<file path="src/rtl/mi_arb2_if.sv">
// Bundle between mi_arb2 and its two requesters plus the shared mi_* slave.
// 'master' is the arbiter's view (it masters the slave); 'slave' is the environment's view.
interface mi_arb2_if #(
    parameter int AW = 24,
    parameter int LW = 7
);
    logic [2*AW-1:0] m_addr;
    logic [2*LW-1:0] m_len;
    logic [1:0]      m_rw;
    logic [1:0]      m_valid;
    logic [1:0]      m_ready;
    logic [63:0]     m_wdata;
    logic [1:0]      m_wack;
    logic [1:0]      m_wlast;
    logic [31:0]     m_rdata;
    logic [1:0]      m_rstb;
    logic [1:0]      m_rlast;

    logic [AW-1:0]   s_addr;
    logic [LW-1:0]   s_len;
    logic            s_rw;
    logic            s_valid;
    logic            s_ready;
    logic [31:0]     s_wdata;
    logic            s_wack;
    logic            s_wlast;
    logic [31:0]     s_rdata;
    logic            s_rstb;
    logic            s_rlast;

    modport master (
        input  m_addr, m_len, m_rw, m_valid, m_wdata,
        input  s_ready, s_wack, s_wlast, s_rdata, s_rstb, s_rlast,
        output m_ready, m_wack, m_wlast, m_rdata, m_rstb, m_rlast,
        output s_addr, s_len, s_rw, s_valid, s_wdata
    );

    modport slave (
        output m_addr, m_len, m_rw, m_valid, m_wdata,
        output s_ready, s_wack, s_wlast, s_rdata, s_rstb, s_rlast,
        input  m_ready, m_wack, m_wlast, m_rdata, m_rstb, m_rlast,
        input  s_addr, s_len, s_rw, s_valid, s_wdata
    );
endinterface

</file>
<file path="src/rtl/mi_arb2.sv">
// mi_arb2: shares one mi_* slave between two requesters, one whole transaction at a time.
// Round-robin by default; define MI_ARB_FIXED_PRIO_EN to let requester 0 win every tie.
module mi_arb2 #(
    parameter int AW = 24,
    parameter int LW = 7
) (
    input  logic      clk_4x_s,
    input  logic      rst,
    mi_arb2_if.master bus
);
    typedef enum logic [1:0] {IDLE, CMD, DATA} state_t;

    state_t        state_q, state_d;
    logic          gnt_q, gnt_d;
    logic          last_q, last_d;
    logic          rw_q, rw_d;
    logic          pick;
    logic          done;
    logic [AW-1:0] addr_sel;
    logic [LW-1:0] len_sel;
    logic [31:0]   wdata_sel;

    assign addr_sel  = gnt_q ? bus.m_addr[2*AW-1:AW] : bus.m_addr[AW-1:0];
    assign len_sel   = gnt_q ? bus.m_len[2*LW-1:LW]  : bus.m_len[LW-1:0];
    assign wdata_sel = gnt_q ? bus.m_wdata[63:32]    : bus.m_wdata[31:0];

    // Only meaningful when at least one m_valid bit is set.
    always_comb begin
`ifdef MI_ARB_FIXED_PRIO_EN
        pick = ~bus.m_valid[0];
`else
        pick = (&bus.m_valid) ? ~last_q : bus.m_valid[1];
`endif
    end

    assign done = rw_q ? (bus.s_rstb & bus.s_rlast) : (bus.s_wack & bus.s_wlast);

    always_comb begin
        state_d = state_q;
        gnt_d   = gnt_q;
        last_d  = last_q;
        rw_d    = rw_q;
        unique case (state_q)
            IDLE: begin
                if (|bus.m_valid) begin
                    gnt_d   = pick;
                    state_d = CMD;
                end
            end
            CMD: begin
                if (bus.m_valid[gnt_q] && bus.s_ready) begin
                    rw_d    = bus.m_rw[gnt_q];
                    state_d = DATA;
                end else if (!bus.m_valid[gnt_q]) begin
                    state_d = IDLE;
                end
            end
            DATA: begin
                if (done) begin
                    last_d  = gnt_q;
                    state_d = IDLE;
                end
            end
            default: state_d = IDLE;
        endcase
    end

    always_ff @(posedge clk_4x_s) begin
        if (rst) begin
            state_q <= IDLE;
            gnt_q   <= 1'b0;
            last_q  <= 1'b1;
            rw_q    <= 1'b0;
        end else begin
            state_q <= state_d;
            gnt_q   <= gnt_d;
            last_q  <= last_d;
            rw_q    <= rw_d;
        end
    end

    // Slave strobes are only forwarded while a burst owns the bus.
    always_comb begin
        bus.s_addr  = '0;
        bus.s_len   = '0;
        bus.s_rw    = 1'b0;
        bus.s_valid = 1'b0;
        bus.s_wdata = '0;
        bus.m_ready = '0;
        bus.m_wack  = '0;
        bus.m_wlast = '0;
        bus.m_rstb  = '0;
        bus.m_rlast = '0;
        case (state_q)
            CMD: begin
                bus.s_addr         = addr_sel;
                bus.s_len          = len_sel;
                bus.s_rw           = bus.m_rw[gnt_q];
                bus.s_valid        = bus.m_valid[gnt_q];
                bus.m_ready[gnt_q] = bus.s_ready;
            end
            DATA: begin
                bus.s_wdata        = wdata_sel;
                bus.m_wack[gnt_q]  = bus.s_wack;
                bus.m_wlast[gnt_q] = bus.s_wlast;
                bus.m_rstb[gnt_q]  = bus.s_rstb;
                bus.m_rlast[gnt_q] = bus.s_rlast;
            end
            default: ;
        endcase
    end

    assign bus.m_rdata = bus.s_rdata;
endmodule

</file>
<file path="src/flat_wrapper.sv">
// flat-port wrapper written by rule: the top's interface ports become plain ports
module mi_arb2_flat 
#(
    parameter int AW = 24,
    parameter int LW = 7
)
  (clk_4x_s, rst, bus_m_addr, bus_m_len, bus_m_rw, bus_m_valid, bus_m_wdata, bus_s_ready, bus_s_wack, bus_s_wlast, bus_s_rdata, bus_s_rstb, bus_s_rlast, bus_m_ready, bus_m_wack, bus_m_wlast, bus_m_rdata, bus_m_rstb, bus_m_rlast, bus_s_addr, bus_s_len, bus_s_rw, bus_s_valid, bus_s_wdata);
  mi_arb2_if #(.AW(AW), .LW(LW)) bus_i ();
  input  logic clk_4x_s;
  input  logic rst;
  input wire logic [$bits(bus_i.m_addr)-1:0] bus_m_addr;
  input wire logic [$bits(bus_i.m_len)-1:0] bus_m_len;
  input wire logic [$bits(bus_i.m_rw)-1:0] bus_m_rw;
  input wire logic [$bits(bus_i.m_valid)-1:0] bus_m_valid;
  input wire logic [$bits(bus_i.m_wdata)-1:0] bus_m_wdata;
  input wire logic [$bits(bus_i.s_ready)-1:0] bus_s_ready;
  input wire logic [$bits(bus_i.s_wack)-1:0] bus_s_wack;
  input wire logic [$bits(bus_i.s_wlast)-1:0] bus_s_wlast;
  input wire logic [$bits(bus_i.s_rdata)-1:0] bus_s_rdata;
  input wire logic [$bits(bus_i.s_rstb)-1:0] bus_s_rstb;
  input wire logic [$bits(bus_i.s_rlast)-1:0] bus_s_rlast;
  output wire logic [$bits(bus_i.m_ready)-1:0] bus_m_ready;
  output wire logic [$bits(bus_i.m_wack)-1:0] bus_m_wack;
  output wire logic [$bits(bus_i.m_wlast)-1:0] bus_m_wlast;
  output wire logic [$bits(bus_i.m_rdata)-1:0] bus_m_rdata;
  output wire logic [$bits(bus_i.m_rstb)-1:0] bus_m_rstb;
  output wire logic [$bits(bus_i.m_rlast)-1:0] bus_m_rlast;
  output wire logic [$bits(bus_i.s_addr)-1:0] bus_s_addr;
  output wire logic [$bits(bus_i.s_len)-1:0] bus_s_len;
  output wire logic [$bits(bus_i.s_rw)-1:0] bus_s_rw;
  output wire logic [$bits(bus_i.s_valid)-1:0] bus_s_valid;
  output wire logic [$bits(bus_i.s_wdata)-1:0] bus_s_wdata;
  assign bus_i.m_addr = bus_m_addr;
  assign bus_i.m_len = bus_m_len;
  assign bus_i.m_rw = bus_m_rw;
  assign bus_i.m_valid = bus_m_valid;
  assign bus_i.m_wdata = bus_m_wdata;
  assign bus_i.s_ready = bus_s_ready;
  assign bus_i.s_wack = bus_s_wack;
  assign bus_i.s_wlast = bus_s_wlast;
  assign bus_i.s_rdata = bus_s_rdata;
  assign bus_i.s_rstb = bus_s_rstb;
  assign bus_i.s_rlast = bus_s_rlast;
  assign bus_m_ready = bus_i.m_ready;
  assign bus_m_wack = bus_i.m_wack;
  assign bus_m_wlast = bus_i.m_wlast;
  assign bus_m_rdata = bus_i.m_rdata;
  assign bus_m_rstb = bus_i.m_rstb;
  assign bus_m_rlast = bus_i.m_rlast;
  assign bus_s_addr = bus_i.s_addr;
  assign bus_s_len = bus_i.s_len;
  assign bus_s_rw = bus_i.s_rw;
  assign bus_s_valid = bus_i.s_valid;
  assign bus_s_wdata = bus_i.s_wdata;
  mi_arb2 #(.AW(AW), .LW(LW)) u_core (.clk_4x_s(clk_4x_s), .rst(rst), .bus(bus_i));
endmodule
</file>
<file path="config.mk">
export PLATFORM = sky130hd
export DESIGN_NAME = mi_arb2_flat
export DESIGN_NICKNAME = d
export VERILOG_FILES = /design/src/rtl/mi_arb2_if.sv /design/src/rtl/mi_arb2.sv /design/src/flat_wrapper.sv
export SDC_FILE = /design/constraint.sdc
export NUM_CORES = 1
export LEC_CHECK = 0
export BUFFER_PORTS_ARGS = -buffer_cell sky130_fd_sc_hd__buf_2
export CAP_MARGIN = 20
export CORE_AREA = 2 2 106 108
export CTS_BUF_LIST = sky130_fd_sc_hd__clkbuf_16
export CTS_CLUSTER_DIAMETER = 30
export CTS_CLUSTER_SIZE = 28
export DETAILED_ROUTE_END_ITERATION = 8
export DIE_AREA = 0 0 108 110
export GPL_ROUTABILITY_DRIVEN = 0
export HOLD_SLACK_MARGIN = 0.08
export PLACE_DENSITY = 0.5
export RECOVER_POWER = 100
export SLEW_MARGIN = 20
export SYNTH_ARGS = -nofsm -noshare
export SYNTH_HDL_FRONTEND = slang
export SYNTH_SLANG_ARGS = --single-unit
</file>
<file path="constraint.sdc">
create_clock -name clk_4x_s -period 3.5 [get_ports clk_4x_s]
set_input_delay 0.525 -clock clk_4x_s [delete_from_list [all_inputs] [get_ports clk_4x_s]]
set_output_delay 0.525 -clock clk_4x_s [all_outputs]
set_load 0.05 [all_outputs]
</file>
==> results of run 1 <==
## cell type report
cell class	instances	area [sq um]	share of cell area
inverters	1	3.75	0.00152
well taps	140	175	0.0711
multi-input cells	162	1110	0.449
clock buffers	3	75.1	0.0305
repair buffers	214	996	0.404
flip-flops and latches	5	104	0.0422
clock inverters	1	3.75	0.00152
## cells in the final DEF (no fill, tap or decap), types with 3 or more instances in the layout
cell,count
nor3b_1,4
nor2_1,69
a21oi_1,3
dfxtp_1,4
and3_1,4
mux2i_1,66
clkbuf_1,74
buf_2,138
clkbuf_16,3
## layer usage
metal	vias to the layer above	routed length, um
met4	0	53
li1	1038	-
met1	928	2370
met3	12	586
met2	91	3080
met5	-	0
## cells by family (layout without fill, tap and decap cells)
family,Yosys count,after routing,share of synthesized area
and+or+nand+nor,87,87,0.232
muxes,67,67,0.414
AOI/OAI and AO/OA,8,8,0.0368
DFF,5,5,0.0614
buffers and inverters,50,219,0.256
## final timing paths
path,slack (ns),to,start
min,0.52,u_core.gnt_q,rst
min reg2reg,0.54,u_core.last_q,u_core.last_q
max,0.66,bus_s_addr[12],u_core.state_q[1]
max reg2reg,1.87,u_core.rw_q,u_core.gnt_q
## worst max-delay path: cells and delay by family, from the launching register on
kind          cells  cell delay [ns]
buf+inv           2             1.09
simple gates      2             0.56
flops             1             0.44
## sequential cells by signal, indices dropped and copies added, names as in the netlist
signal / count
u_core.gnt_q: 1
u_core.state_q: 2
u_core.rw_q: 1
u_core.last_q: 1
## metrics by stage
stage	worst slack, ns	cell area [sq um]	power [mW]
after floorplan	1.18	1630	0.448
after global placement	1.35	2490	0.457
after detailed placement	1.29	2490	0.464
after CTS	1.06	2570	0.650
after global routing	0.491	2460	0.669
final	0.663	2460	0.631
## power by group through the flow
stage	combinational [mW]	sequential, mW	clock, mW
after detailed placement	0.381	0.0827	0
after floorplan	0.384	0.0640	0
final	0.367	0.0811	0.183
after global placement	0.376	0.0815	0
after global routing	0.392	0.0832	0.193
after CTS	0.382	0.0818	0.186
==> metrics.txt, run 1 <==
worst rel slew slack=0.383; Max Clock Freq=352 MHz; core area=between 10000 and 15000 sq um; switching power=293 uW; setup repair after global routing missed its margin=no; reported max-cap violation count=0; combinational power share=0.582; Post-Route WL=a little over 6000 um; initial DRC count=58; I/O Buffers=between 200 and 250; clock slew seen by the registers of the worst setup and hold paths=around 0.030 ns; ANT nets after route=0; cell count after placement=between 500 and 600; CP endpoint kind=output pin; via density per instance=3.93; Post-DP HPWL=slightly above 5000 um; met3 Resource Use GR=0.0276; CP required=between 2 and 3 ns; grt met1 use=0.0927; num ports=276; CP max stage delay=roughly 0.75 ns; met2 GRT Util=0.154; DIE AREA=11900 sq um; PostCTS Resize Cnt=0; cts hold-fix bufs=0; fillers=approximately 1.2k; vias post-DR=2069; Reg2Reg Depth=3; H-tree depth=1; Post-Synthesis Cell Area=between 1500 and 2000 sq um; Yosys cell types=28; standby leakage power=roughly 1.1 nW; peak supply drop=~0.00018 V; HP Class=input port to flop; maximum number of pins on one net before global-route repair=51; design internal power=between 300 and 400 uW; worst-margin pin slew=0.926 ns; Post-Syn Nets=roughly 390; area grow syn2layout=51.0%; gr busiest metal=met2; Top cell by count, worst path=clkbuf_1; Tmin final=around 2.8 ns; Final Skew=0.000320 ns; Fin. Hold Viols=0; Max FO, Critical Path=23; Flop pwr share=0.129; final setup TNS=0 ns; register bit total from synthesis=5; Initial Util=0.153; Seq/Total Area, Yosys=0.0613; Final Slew Violations=0; CP max-delay cell=clkbuf_1; WHS Path Cells=2; # setup viols final=0; Primary FF master, synth=dfxtp_1; Area contributors post-synth=mux2i_1, nor2_1, buf_4; Ys Warns=0; Worst-Skew Late Latency=0.22 ns; Die Y=about 110 um; antenna violations before repair=0; drc violations=0; vias in the first global route=about 1.8k; Post-synth EDFFs=0; synth cell count leaders=nor2_1, mux2i_1, buf_4; status=completed; post-CTS setup buffer count=0; Die Width=between 100 and 150 um; # diodes=0; Worst Setup Start Kind=flop; routed length per placed instance=roughly 12 um; Tcrit/Tclk final=0.811; fraction of registers with async set/reset=0; total CTS buffers=3; clock network power share=0.290; Switching Share=0.464; Layout Utilization=0.230; nets=~560; Clock Root Buffer=clkbuf_16; PwrDens=about 260 nW/um^2; first-pass GRT wire length=between 7000 and 8000 um; CTS tree=done; Cells after Synth=between 200 and 250; Rows=38; 1st-pass router iterations=4; clock sinks=5; worst hold slack=0.520 ns; most instantiated library cell after synthesis=nor2_1; Finished Layout Cells=526; Avg Synthesized Cell Area=between 7 and 8 sq um; gr usage total=0.0838; Yosys top cell by area=mux2i_1; CP arrival=2.31 ns; Synth top area share=0.405; Worst Path Class, Setup=flop to output pin; share of layout cells above drive strength 1=0.376; clock tree buffer depth=2; CP Cell Sequence=nand2b_1 -> clkbuf_1 -> nor2_1 -> clkbuf_1; GR Overflow Total=0
Power figures use the tool's default switching activity.
==> inputs of run 2 (changes only) <==
Clock period 3.5 ns to 2.9 ns, I/O delays scaled along.
==> run 2 against run 1 <==
Net effect:
- flip-flop and latch count unchanged
- largest cell class unchanged
- sequential share of layout area decreased by 0.096 points
- first-iteration DRC count decreased by 5.2%
==> metrics.txt, run 2 (same netlist as run 1, synthesis figures left out) <==
cts hold-fix bufs=0; worst rel slew slack=0.572; Clock Root Buffer=clkbuf_16; CP max stage delay=between 0.4 and 0.5 ns; reported max-cap violation count=0; vias post-DR=about 2k; Reg2Reg Depth=3; total power=between 700 and 800 uW; Die Y=110 um; core area=approximately 11000 sq um; drc violations=0; CP Cell Sequence=nand2b_1 -> clkbuf_2 -> nor2_1 -> clkbuf_1; HP Class=input port to flop; routed length per placed instance=11.8 um; clock sinks=5; H-tree depth=1; Initial Util=0.153; most common cell after layout, fill and taps aside=buf_2; WHS Path Cells=2; RR Startpoint=u_core.gnt_q; PwrDens=between 300 and 400 nW/um^2; Post-DP HPWL=5220 um; vias in the first global route=about 1.7k; status=completed; combined area of the multi-input logic cells=between 1000 and 1500 sq um; fillers=roughly 1.2k; CP arrival=just over 2 ns; hold_sp=rst; CP startpoint=u_core.state_q[0]; final setup TNS=0 ns; post-CTS setup buffer count=0; Max Clock Freq=a little over 400 MHz; most frequent cells in the layout=buf_2, nor2_1, mux2i_1, clkbuf_1; total CTS buffers=3; PostCTS Resize Cnt=0; # setup viols final=0; largest register by flop count=u_core.state_q; area grow syn2layout=54.5%; Post-Route WL=~6200 um; Worst Hold End=u_core.gnt_q; worst-margin pin slew=about 0.64 ns; Fin. Hold Viols=0; antenna violations before repair=4; Die Width=between 100 and 150 um; CP required=between 2 and 2.5 ns; clock slew seen by the registers of the worst setup and hold paths=0.03 ns; Worst R2R End=u_core.rw_q; num ports=~280; Final Slew Violations=0; peak supply drop=~0.0002 V; DIE AREA=approximately 12000 sq um; CP endpoint kind=output pin; Worst-Skew Late Latency=approximately 0.22 ns; I/O Buffers=~210; CTS tree=done; max reg flops=2; GR Overflow Total=0; first-pass GRT wire length=around 8200 um; share of layout cells above drive strength 1=0.450; 1st-pass router iterations=4; R2R Setup Slk=1.38 ns; initial DRC count=55; clock tree buffer depth=2; setup repair after global routing missed its margin=no; via density per instance=roughly 3.8; maximum number of pins on one net before global-route repair=35; Tmin final=~2.5 ns; nets=approximately 560; Rows=38; Final Skew=roughly 0.0012 ns; CP max-delay cell=clkbuf_1; Worst Path Class, Setup=flop to output pin; Tcrit/Tclk final=0.848; standby leakage power=approximately 1.2 nW; Worst Setup Start Kind=flop; Max FO, Critical Path=23; Reg area=104 sq um; ANT nets after route=0; gr usage total=0.0869
[run 2: how the worst max path moves through the flow]
| stage | endpoint | slack, ns | depth (start not counted) |
|---|---|---|---|
| 4_1_cts | bus_s_wdata[19] | 0.72 | 4 |
| 3_3_place_gp | bus_s_addr[22] | 0.97 | 4 |
| 3_5_place_dp | bus_s_wdata[19] | 0.95 | 4 |
| 2_1_floorplan | bus_m_rlast[0] | 0.67 | 3 |
| 6_report | bus_s_addr[13] | 0.44 | 4 |
| 5_1_grt | bus_s_rw | 0.30 | 4 |
[run 2: cell type report]
| type | count | share of cell area |
|---|---|---|
| inverter | 1 | 0.00149 |
| tap | 140 | 0.0695 |
| multi-input combinational | 162 | 0.439 |
| sequential | 5 | 0.0412 |
| timing repair buffer | 215 | 0.416 |
| clock buffer | 3 | 0.0298 |
| antenna | 2 | 0.00199 |
| clock inverter | 1 | 0.00149 |
[run 2: worst max-delay path: cells and delay by family, from the launching register on]
| kind | cells | cell delay (ns) |
|---|---|---|
| AND/OR/NAND/NOR | 2 | 0.46 |
| buffers and inverters | 2 | 0.88 |
| flip-flops | 1 | 0.45 |
[run 2: metrics by stage]
step | util | area (sq um) | hold slack (ns) | setup slack [ns] | cells
after global placement | 0.234 | 2510 | 0.519 | 0.968 | 523
after detailed placement | 0.234 | 2510 | 0.521 | 0.954 | 523
final | 0.236 | 2520 | 0.445 | 0.440 | 529
after CTS | 0.242 | 2590 | 0.454 | 0.716 | 527
after floorplan | - | 1630 | 0.479 | 0.671 | 217
after global routing | 0.235 | 2520 | 0.451 | 0.300 | 528
[run 2: routing by layer]
layer,track usage,routed length [um],vias to the layer above
met5,0,16,-
met4,0.0128,51,2
met3,0.0394,679,14
met2,0.157,3180,91
met1,0.0956,2310,882
li1,-,-,1046
[run 2: power by group]
part	total (mW)	internal (mW)	switching (mW)	leakage, nW
clock network	0.221	0.178	0.0424	0.0423
registers	0.0934	0.0730	0.0203	0.0416
logic	0.456	0.165	0.290	1.13
total	0.770	0.417	0.353	1.21
==> inputs of run 3 (changes only) <==
Settings changed: ABC_AREA from default to 1, CORE_AREA 2 2 106 108 to 2 2 108 110, DIE_AREA 0 0 108 110 to 0 0 110 112.
Clock period 2.9 ns to 2.4 ns, I/O delays scaled along.
==> run 3 against run 2 <==
Net effect:
- die area rose by 3.7%
- synthesized cell count up 41%
- worst hold slack worse by 0.099 ns
- design area increased by 8.2%
- final cell count is 16% higher
- combinational power up 28%
- non-clock buffer count fell by 1
- setup slack got worse by 0.24 ns
- routed wire length grew 11%
==> metrics.txt, run 3 <==
Die Y=roughly 110 um; Avg Synthesized Cell Area=a little under 6 sq um; Post-Route WL=between 6000 and 7000 um; Worst R2R End=u_core.rw_q; fillers=between 1k and 1.5k; most common cell after layout, fill and taps aside=nand2_1; Post-DP HPWL=5830 um; hold_sp=rst; Final Slew Violations=0; CTS tree=done; PwrDens=about 340 nW/um^2; most frequent cells in the layout=nand2_1, buf_2, clkbuf_2, a21oi_2, a21oi_1; gr usage total=0.0999; total CTS buffers=3; Worst Setup Start Kind=flop; worst rel slew slack=0.362; ANT nets after route=0; worst-margin pin slew=approximately 0.96 ns; via density per instance=roughly 4.1; setup repair after global routing missed its margin=no; combinational power share=0.621; HP Class=input port to flop; CP arrival=roughly 1.8 ns; Worst-Skew Late Latency=~0.22 ns; Synth top area share=0.286; area grow syn2layout=50.7%; vias post-DR=2490; status=completed; total power=940 uW; standby leakage power=~1.5 nW; final setup TNS=0 ns; 1st-pass router iterations=4; largest register by flop count=u_core.state_q; maximum number of pins on one net before global-route repair=50; post-CTS setup buffer count=0; RR Startpoint=u_core.gnt_q; peak supply drop=0.000292 V; first-pass GRT wire length=between 10000 and 15000 um; Seq/Total Area, Yosys=0.0553; CP endpoint kind=output pin; nets=639; I/O Buffers=about 210; Post-Synthesis Cell Area=between 1500 and 2000 sq um; Post-Syn Nets=474; antenna violations before repair=0; clock tree buffer depth=2; cell count after placement=~610; core area=about 11000 sq um; clock slew seen by the registers of the worst setup and hold paths=about 0.030 ns; design internal power=around 480 uW; Max FO, Critical Path=35; Final Skew=0.00176 ns; dpl ws=0.496 ns; cts hold-fix bufs=0; worst hold slack=approximately 0.35 ns; Reg2Reg Depth=7; num ports=around 280; drc violations=0; Cells after Synth=between 300 and 400; clock sinks=5; R2R Setup Slk=between 1 and 1.5 ns; Yosys top cell by area=nand2_1; Rows=39; final worst-path setup slack=~0.2 ns; WHS Path Cells=2; fraction of registers with async set/reset=0; PostCTS Resize Cnt=0; Area contributors post-synth=nand2_1, a21oi_2, buf_4; Tmin final=between 2 and 2.5 ns; Worst Hold End=u_core.state_q[0]; register bit total from synthesis=5; H-tree depth=1; Clock Root Buffer=clkbuf_16; Die Width=110 um; GR Overflow Total=0; Tcrit/Tclk final=0.916; clock network power share=0.280; DIE AREA=roughly 12000 sq um; Max Clock Freq=roughly 450 MHz; Primary FF master, synth=dfxtp_1; share of layout cells above drive strength 1=0.593; routed length per placed instance=between 10 and 15 um; Flop pwr share=0.099; CP required=between 2 and 2.5 ns; reported max-cap violation count=0; Worst Path Class, Setup=flop to output pin; switching power=~460 uW; # diodes=0; Switching Share=0.492; vias in the first global route=2271; Initial Util=0.162; Ys Warns=0; Yosys cell types=19; Finished Layout Cells=about 600; synth cell count leaders=nand2_1, a21oi_2, buf_4; # setup viols final=0; initial DRC count=67; max reg flops=2; Fin. Hold Viols=0; most instantiated library cell after synthesis=nand2_1; Post-synth EDFFs=0
-- run 3: cell count changes in the layout (fill, tap and decap cells not counted), sizes merged, moves of 4 or more --
cell    previous run  this run
nor3               1        10
nand2              1       139
nor2              69         5
nor3b              4         0
mux2i             66         0
and3               4         0
a21oi              3        67
buf              167       139
inv                2        16
clkbuf            51        78
nand3              1         8
-- run 3: kinds of logic (layout without fill, tap and decap cells) --
group | count (synthesis) | after routing | share of synthesized area
and+or+nand+nor | 163 | 163 | 0.385
AOI/OAI and AO/OA | 68 | 68 | 0.296
buffers and inverters | 69 | 233 | 0.264
DFF | 5 | 5 | 0.0553
-- run 3: metrics by stage --
stage | util | area [sq um]
after floorplan | - | 1810
after global placement | 0.238 | 2660
after detailed placement | 0.238 | 2660
after CTS | 0.245 | 2740
after global routing | 0.244 | 2730
final | 0.244 | 2730
-- run 3: layout make-up --
type | instances | area (sq um) | area share
multi-input cells | 231 | 1230 | 0.451
repair buffers | 214 | 1080 | 0.397
well taps | 143 | 179 | 0.0656
flip-flops and latches | 5 | 100 | 0.0367
clock buffers | 3 | 75.1 | 0.0275
inverters | 15 | 58.8 | 0.0215
clock inverters | 1 | 3.75 | 0.00138
-- run 3: layer usage --
metal	vias to the layer above	track usage	wire length, um
met5	-	0	0
met3	20	0.0187	629
met2	135	0.186	3390
met1	1070	0.116	2800
li1	1265	-	-
met4	0	0.0211	121
-- run 3: power groups by stage --
stage	Combinational (mW)	Clock (mW)	Sequential, mW
floorplan	0.558	0	0.0930
global placement	0.585	0	0.0947
detailed placement	0.591	0	0.0947
CTS	0.593	0.269	0.0935
global route	0.632	0.279	0.0938
finish	0.583	0.263	0.0932
-- run 3: how the worst max path moves through the flow --
stage / from / endpoint / slack (ns) / depth (start not counted)
after floorplan: u_core.gnt_q / bus_m_ready[1] / 0.29 / 4
after global placement: u_core.state_q[0] / bus_s_wdata[17] / 0.55 / 4
after detailed placement: u_core.state_q[0] / bus_s_wdata[11] / 0.50 / 4
after CTS: u_core.state_q[0] / bus_s_wdata[11] / 0.26 / 4
after global routing: u_core.gnt_q / bus_s_len[4] / 0.07 / 4
final: u_core.state_q[0] / bus_s_addr[10] / 0.20 / 5
-- run 3: worst max-delay path, cell delays in order, from the launching register on --
cell and delay (ns):
dfxtp_1 0.39, inv_2 0.06, nor2_4 0.12, inv_2 0.31, a21oi_2 0.22, clkbuf_1 0.49
